[config.mk]
export PLATFORM = sky130hd
export DESIGN_NAME = id_ex_alu_issue
export DESIGN_NICKNAME = d
export VERILOG_FILES = /design/src/rtl/id_ex_alu_issue.sv
export SDC_FILE = /design/constraint.sdc
export NUM_CORES = 1
export LEC_CHECK = 0
export BUFFER_PORTS_ARGS = -buffer_cell sky130_fd_sc_hd__buf_2
export CORE_ASPECT_RATIO = 0.9
export CORE_MARGIN = 2
export CORE_UTILIZATION = 30
export CTS_BUF_LIST = sky130_fd_sc_hd__clkbuf_4 sky130_fd_sc_hd__clkbuf_8
export CTS_CLUSTER_SIZE = 28
export DETAILED_ROUTE_END_ITERATION = 8
export GPL_ROUTABILITY_DRIVEN = 0
export GPL_TIMING_DRIVEN = 0
export PLACE_DENSITY = 0.62
export SKIP_CTS_REPAIR_TIMING = 1
export SLEW_MARGIN = 20
export SYNTH_ARGS = -nofsm -noshare
export SYNTH_HDL_FRONTEND = slang
export SYNTH_SLANG_ARGS = --single-unit
[constraint.sdc]
create_clock -name clk -period 2.4 [get_ports clk]
set_input_delay 0.12 -clock clk [delete_from_list [all_inputs] [get_ports clk]]
set_output_delay 0.12 -clock clk [all_outputs]
set_load 0.05 [all_outputs]
[src/rtl/id_ex_alu_issue.sv]
// ID/EX boundary register with ALU-control decode and EX-stage forwarding muxes.
// Optional: define ILLEGAL_ALU_OP_TRAP_EN to turn illegal decodes into flagged bubbles.
module id_ex_alu_issue #(
    parameter int XLEN = 32
) (
    input  logic            clk,
    input  logic            rst_n,
    input  logic            valid_in,
    input  logic            stall,
    input  logic            flush,
    input  logic [XLEN-1:0] rs1_data,
    input  logic [XLEN-1:0] rs2_data,
    input  logic [XLEN-1:0] imm,
    input  logic [1:0]      alu_op,
    input  logic [2:0]      funct3,
    input  logic            funct7b5,
    input  logic            op5,
    input  logic            alu_src_b,
    input  logic [1:0]      forward_a,
    input  logic [1:0]      forward_b,
    input  logic [XLEN-1:0] ex_mem_result,
    input  logic [XLEN-1:0] mem_wb_result,
    output logic [XLEN-1:0] src_a,
    output logic [XLEN-1:0] src_b,
    output logic [2:0]      alu_control,
    output logic [XLEN-1:0] store_data,
    output logic            valid_out,
    output logic            illegal_op
);

    typedef struct packed {
        logic            valid;
        logic [2:0]      ctrl;
        logic            src_b_imm;
        logic [XLEN-1:0] rs1;
        logic [XLEN-1:0] rs2;
        logic [XLEN-1:0] imm;
    } idex_t;

    idex_t           q, d;
    logic [2:0]      ctrl_dec;
    logic            illegal_dec;
    logic [XLEN-1:0] fwd_a, fwd_b;

    always_comb begin
        ctrl_dec    = 3'b010;
        illegal_dec = 1'b0;
        unique case (alu_op)
            2'b00: ctrl_dec = 3'b010;
            2'b01: ctrl_dec = 3'b110;
            2'b10: begin
                unique case (funct3)
                    3'b000:  ctrl_dec = (op5 && funct7b5) ? 3'b110 : 3'b010;
                    3'b010:  ctrl_dec = 3'b100;
                    3'b100:  ctrl_dec = 3'b011;
                    3'b110:  ctrl_dec = 3'b001;
                    3'b111:  ctrl_dec = 3'b000;
                    default: illegal_dec = 1'b1;
                endcase
            end
            default: illegal_dec = 1'b1;
        endcase
    end

    always_comb begin
        d.valid     = valid_in;
        d.ctrl      = ctrl_dec;
        d.src_b_imm = alu_src_b;
        d.rs1       = rs1_data;
        d.rs2       = rs2_data;
        d.imm       = imm;
        if (illegal_dec) begin
`ifdef ILLEGAL_ALU_OP_TRAP_EN
            d.valid = 1'b0;
            d.ctrl  = 3'b000;
`else
            // 111 is an unused ALU code; the ALU drives 0 for it
            d.ctrl  = 3'b111;
`endif
        end
    end

    always_ff @(posedge clk or negedge rst_n) begin
        if (!rst_n)
            q <= '0;
        else if (flush)
            q <= '0;
        else if (!stall)
            q <= d;
    end

`ifdef ILLEGAL_ALU_OP_TRAP_EN
    always_ff @(posedge clk or negedge rst_n) begin
        if (!rst_n)
            illegal_op <= 1'b0;
        else if (!flush && !stall && valid_in && illegal_dec)
            illegal_op <= 1'b1;
    end
`else
    assign illegal_op = 1'b0;
`endif

    // Selects apply to held values every cycle, so a stalled entry tracks select changes
    always_comb begin
        unique case (forward_a)
            2'b01:   fwd_a = mem_wb_result;
            2'b10:   fwd_a = ex_mem_result;
            default: fwd_a = q.rs1;
        endcase
        unique case (forward_b)
            2'b01:   fwd_b = mem_wb_result;
            2'b10:   fwd_b = ex_mem_result;
            default: fwd_b = q.rs2;
        endcase
    end

    assign src_a       = fwd_a;
    assign store_data  = fwd_b;
    assign src_b       = q.src_b_imm ? q.imm : fwd_b;
    assign alu_control = q.ctrl;
    assign valid_out   = q.valid;

endmodule

==> flow_summary.yaml, run 1 <==
setup_path:
  crit_top_cell: "buf_2"
  endpoint_kind: "output port"
  path_max_fanout: 10
  rr_worst_depth: 4
  r2r_start: "q[96]"
  critPathBufInv: 3
  path_cells: "buf_1 -> buf_2 -> mux2_2 -> buf_2"
  startpoint_type: "flop"
  slowest_stage: "buf_1"
  ff2ff_setup_slack_ns: 1.06
  required_ns: 2.28
  slowest_delay_ns: 0.40
  worstSetupPathType: "flop to output port"
  arrival_ns: 2.08
  reg2reg_to: "q[96]"
  critPathTopFamily: "buffers and inverters"
timing:
  fin_ws_ns: 0.200
  finalCriticalPeriod_ns: 2.20
  slew_viol_final: 0
  post-route-period-util_pct: 91.7
  max-slew-margin-rel_pct: 55.7
  worst_pin_slew_ns: 0.665
  final_hold_viol_count: 11
  rsz0062_at_grt: "false"
  skew_ns: 0
  timing.fmax_mhz: 454
  setup_viol: 0
  tns_ns: 0
  finalHoldWorstSlack_ns: -0.0334
pwr:
  peakVddDrop_mv: 0.340
  finalPower_mw: 4.80
  p_leak_nw: 4.58
  powerDensity_mw_per_mm2: 536
flow_run:
  cap_viol_max_count: 0
die:
  ios: 278
  die_w_um: 155
  num_rows: 49
  die-area_mm2: 0.0217
  coreArea_mm2: 0.0200
  die_h_um: 140
  initial_core_util_pct: 30.7
grt:
  use_met1_pct: 28.8
  grt_max_degree: 55
  top_usage_layer: "met2"
  track_usage_pct: 20.6
  use_met2_pct: 33.1
  grt_pass1_vias: 5643
  grt-ovfl-total: 0
  met3_usage_pct: 4.55
  antenna_found_initial: 1
  grt_first_pass_wirelength_um: 33700
min_path:
  hold_end: "q[84]"
  min_path_cells: 3
  min_from: "rs1_data[20]"
  hold_class: "input pin to flop"
routing:
  detail_route.first_pass.iterations: 5
  vias: 5982
  wl_per_cell_um: 18.8
  drc: 0
  vias_per_cell: 4.81
  ant_nets: 0
  totalWireLength_um: 23400
  drtIter0Drc: 420
placement:
  dp_hpwl_um: 17800
  placed_cells: 1138
  numPortBuffers: 275
  post-place-ws_ns: 0.432
clock_tree:
  cts_made_buffers: 9
  clock_path_buffers: 2
  htreeDepth: 3
  cts_tree: "done"
  root_buffer: "clkbuf_8"
  path_clk_slew_ns: 0.11
  clk_latency_ns: 0.38
  clock_sinks: 101
synth:
  ys_async_sr_fraction_pct: 100
  yosysTopAreaCellShare_pct: 41.0
  synth.largest_area_cell: "dfrtp_1"
  synth-edff-count: 0
  yosysMostFrequentCell: "dfrtp_1"
  synth.yosys.seq_area_share_pct: 41.0
  synth_commonest_cells: "dfrtp_1, mux2i_1, nor2_1"
  synthCells: 607
  synth_ff_type: "dfrtp_1"
  syn_nets: 791
  ys_ff_latch: 101
  ys_warn_count: 0
  ys_types: 29
  synth_area_mm2: 0.00616
  synthTopCellsByArea: "dfrtp_1, mux2i_1, a22oi_2, nor2_1, mux2_2"
  avgSynthCellArea_um2: 10.2
layout:
  drive_gt1_share_pct: 42.9
  finalCoreUtilization_pct: 44.7
  seqCellArea_mm2: 0.00253
  nets: 1166
  layout.cells.non_filler: 1243
  area_delta_synth_final_pct: 45.4
  multi_input_area_mm2: 0.00321
  num-fill-cells: 1941
status:
  violations: "hold timing"
  status: "finished, violations left"
==> cell type report <==
class	instances	area share, %
buffer	56	4.38
tap	255	3.56
multi-input combinational	441	35.8
clock inverter	6	0.614
inverter	9	0.377
clock buffer	10	1.47
sequential	101	28.2
timing repair buffer	364	25.6
antenna	1	0.0279
==> flip-flops by register name (all words and copies together) (netlist names) <==
name and count:
q 97, valid_out 1, alu_control 3
==> power breakdown <==
group	total, mW	internal [mW]	switching [mW]
sequential	1.85	1.80	0.0538
clock	1.11	0.410	0.700
combinational	1.84	0.622	1.22
==> tightest hold or removal path, stage by stage <==
cell	delay (ns)
buf_2	0.08
mux2i_1	0.05
nor2_1	0.07
==> stage by stage <==
step	instance area [um^2]	hold slack, ns
final	8960	-0.0334
after global routing	8960	-0.000672
after CTS	8080	-0.323
after detailed placement	7890	0.119
after global placement	7860	0.357
after floorplan	6160	-0.176
==> cell usage in the layout (no fill, tap or decap), drive strengths merged <==
cell         count
clkinvlp         2
conb             1
buf            318
nor3             1
nand3b           1
inv             12
nand4b           1
clkinv           1
ha               7
mux2i           98
nor3b            1
nor2            98
a311oi           1
a21oi            1
o21ai           64
clkbuf          24
dlygate4sd3     88
a22oi           64
nor2b            1
nand2           66
o31a             1
mux2            32
a221oi           3
diode            1
dfrtp          101
==> logic make-up (layout without fill, tap and decap cells) <==
logic type      after synthesis  in the layout  share of synthesized area (%)
compound gates              134            134                           18.3
fa+ha+maj                     7              7                           1.42
buf+inv                      65            445                           6.92
flops                       101            101                           41.0
mux                         130            130                           21.8
other cells                   1              2                         0.0609
simple gates                169            169                           10.6
==> per-layer routing <==
| metal | vias to the layer above | share of wire [%] |
|---|---|---|
| li1 | 2884 | - |
| met2 | 173 | 48 |
| met3 | 16 | 4.5 |
| met4 | 0 | 1.1 |
| met5 | - | 0 |
| met1 | 2909 | 47 |
==> worst max-delay path by stage <==
stage | depth (start not counted) | start | slack, ns | end
2_1_floorplan | 5 | forward_a[0] | 0.42 | src_a[10]
6_report | 4 | q[96] | 0.20 | src_b[4]
4_1_cts | 4 | q[96] | 0.14 | src_b[11]
3_3_place_gp | 1 | rst_n | -0.03 | q[89]
3_5_place_dp | 7 | forward_a[0] | 0.43 | src_a[31]
5_1_grt | 4 | q[96] | 0.06 | src_b[8]
(Power assumes the default switching activity.)
==> run 2, diff against run 1 <==
Settings changed: CELL_PAD_IN_SITES_DETAIL_PLACEMENT set to 1, CELL_PAD_IN_SITES_GLOBAL_PLACEMENT set to 2, PLACE_DENSITY 0.62 to 0.94.
==> flow_summary.yaml, run 2 (same netlist as run 1, synthesis figures left out) <==
setup_path:
  ff2ff_setup_slack_ns: 1.05
  rr_worst_depth: 4
  r2r_start: "q[96]"
  startpoint_type: "flop"
  endpoint_kind: "output port"
  critPathBufInv: 3
  slowest_delay_ns: 0.39
  arrival_ns: 2.11
  critPathLaunch: "q[96]"
  path_cells: "buf_1 -> buf_2 -> mux2_2 -> buf_2"
  crit_top_cell: "buf_2"
  critPathTopFamily: "buffers and inverters"
  path_max_fanout: 10
  reg2reg_to: "q[96]"
  crit_end: "src_b[6]"
  cp.depth: 4
  worstSetupPathType: "flop to output port"
  slowest_stage: "buf_1"
  required_ns: 2.28
pwr:
  powerDensity_mw_per_mm2: 553
  peakVddDrop_mv: 0.347
  p_leak_nw: 4.53
min_path:
  hold_class: "input pin to flop"
  min_path_cells: 3
clock_tree:
  path_clk_slew_ns: 0.11
  clock_sinks: 101
  cts_tree: "done"
  clock_path_buffers: 2
  htreeDepth: 3
  root_buffer: "clkbuf_8"
  clk_latency_ns: 0.38
  cts_made_buffers: 9
grt:
  track_usage_pct: 21.8
  grt_pass1_vias: 6167
  grt_first_pass_wirelength_um: 36000
  antenna_found_initial: 5
  grt-ovfl-total: 0
  grt_max_degree: 54
timing:
  max-slew-margin-rel_pct: 59.4
  slew_viol_final: 0
  finalHoldWorstSlack_ns: -0.0237
  rsz0062_at_grt: "false"
  tns_ns: 0
  final_hold_viol_count: 15
  skew_ns: 0
  finalCriticalPeriod_ns: 2.23
  post-route-period-util_pct: 93.0
  timing.fmax_mhz: 448
  fin_ws_ns: 0.169
  setup_viol: 0
  worst_pin_slew_ns: 0.609
status:
  status: "finished, violations left"
  violations: "hold timing"
placement:
  dp_hpwl_um: 18800
  post-place-ws_ns: 0.475
  numPortBuffers: 275
die:
  initial_core_util_pct: 30.7
  die-area_mm2: 0.0217
  ios: 278
  die_h_um: 140
  die_w_um: 155
  num_rows: 49
  coreArea_mm2: 0.0200
routing:
  vias: 6008
  ant_nets: 0
  drc: 0
  wl_per_cell_um: 20.4
  vias_per_cell: 4.88
  totalWireLength_um: 25200
  detail_route.first_pass.iterations: 4
  drtIter0Drc: 221
layout:
  nets: 1151
  area_delta_synth_final_pct: 43.5
  layout_commonest_cell: "buf_2"
  top_register: "q"
  largest_register_ffs: 97
  layout_common_cells: "buf_2, dfrtp_1, mux2i_1, nor2_1, dlygate4sd3_1"
  drive_gt1_share_pct: 43.5
flow_run:
  cap_viol_max_count: 0
run 2: cell types whose count changed in the layout (fill, tap and decap cells not counted), sizes merged:
cell         change
bufinv           +1
clkbuf           -1
clkinv           +2
clkinvlp         -2
diode            +5
dlygate4sd3     -15
inv              -1
run 2: area by class of cell:
cell class,instances,area [um^2]
tap,255,319
clock inverter,6,81.3
buffer,56,393
inverter,9,33.8
sequential,101,2530
antenna,6,15.0
timing repair buffer,349,2140
fill,2431,11200
multi-input combinational,441,3210
clock buffer,9,124
run 2: metal layers:
layer	global-route usage (%)	up-vias	share of wire, %
met5	0	-	0
met4	7.07	0	2.4
met3	4.15	36	4.1
met2	35.3	185	49
met1	29.5	2933	45
li1	-	2854	-
run 2: worst min path at each step:
stage / startpoint / end
after global routing: imm[3] / q[3]
after detailed placement: rst_n / q[7]
final: rs1_data[7] / q[71]
after floorplan: rst_n / alu_control[0]
after global placement: rs2_data[14] / q[46]
after CTS: rst_n / q[7]
run 2: through the flow:
stage / utilization, % / std cells / cell area, um^2 / power, mW
global placement: 39.2 / 1137 / 7860 / 3.60
detailed placement: 39.4 / 1138 / 7890 / 3.62
finish: 44.1 / 1232 / 8840 / 4.89
global route: 44.1 / 1231 / 8840 / 5.13
CTS: 40.4 / 1153 / 8100 / 4.84
floorplan: - / 607 / 6160 / 3.05
run 2: worst register-to-register path, delay by kind of cell (launching register included):
family / cells / cell delay (ns)
AND/OR/NAND/NOR: 1 / 0.10
buffers and inverters: 2 / 0.74
multiplexers: 1 / 0.11
flip-flops: 1 / 0.34
run 2: where the power goes:
group / internal [mW] / switching, mW
sequential: 1.80 / 0.0570
combinational: 0.607 / 1.24
clock: 0.498 / 0.697
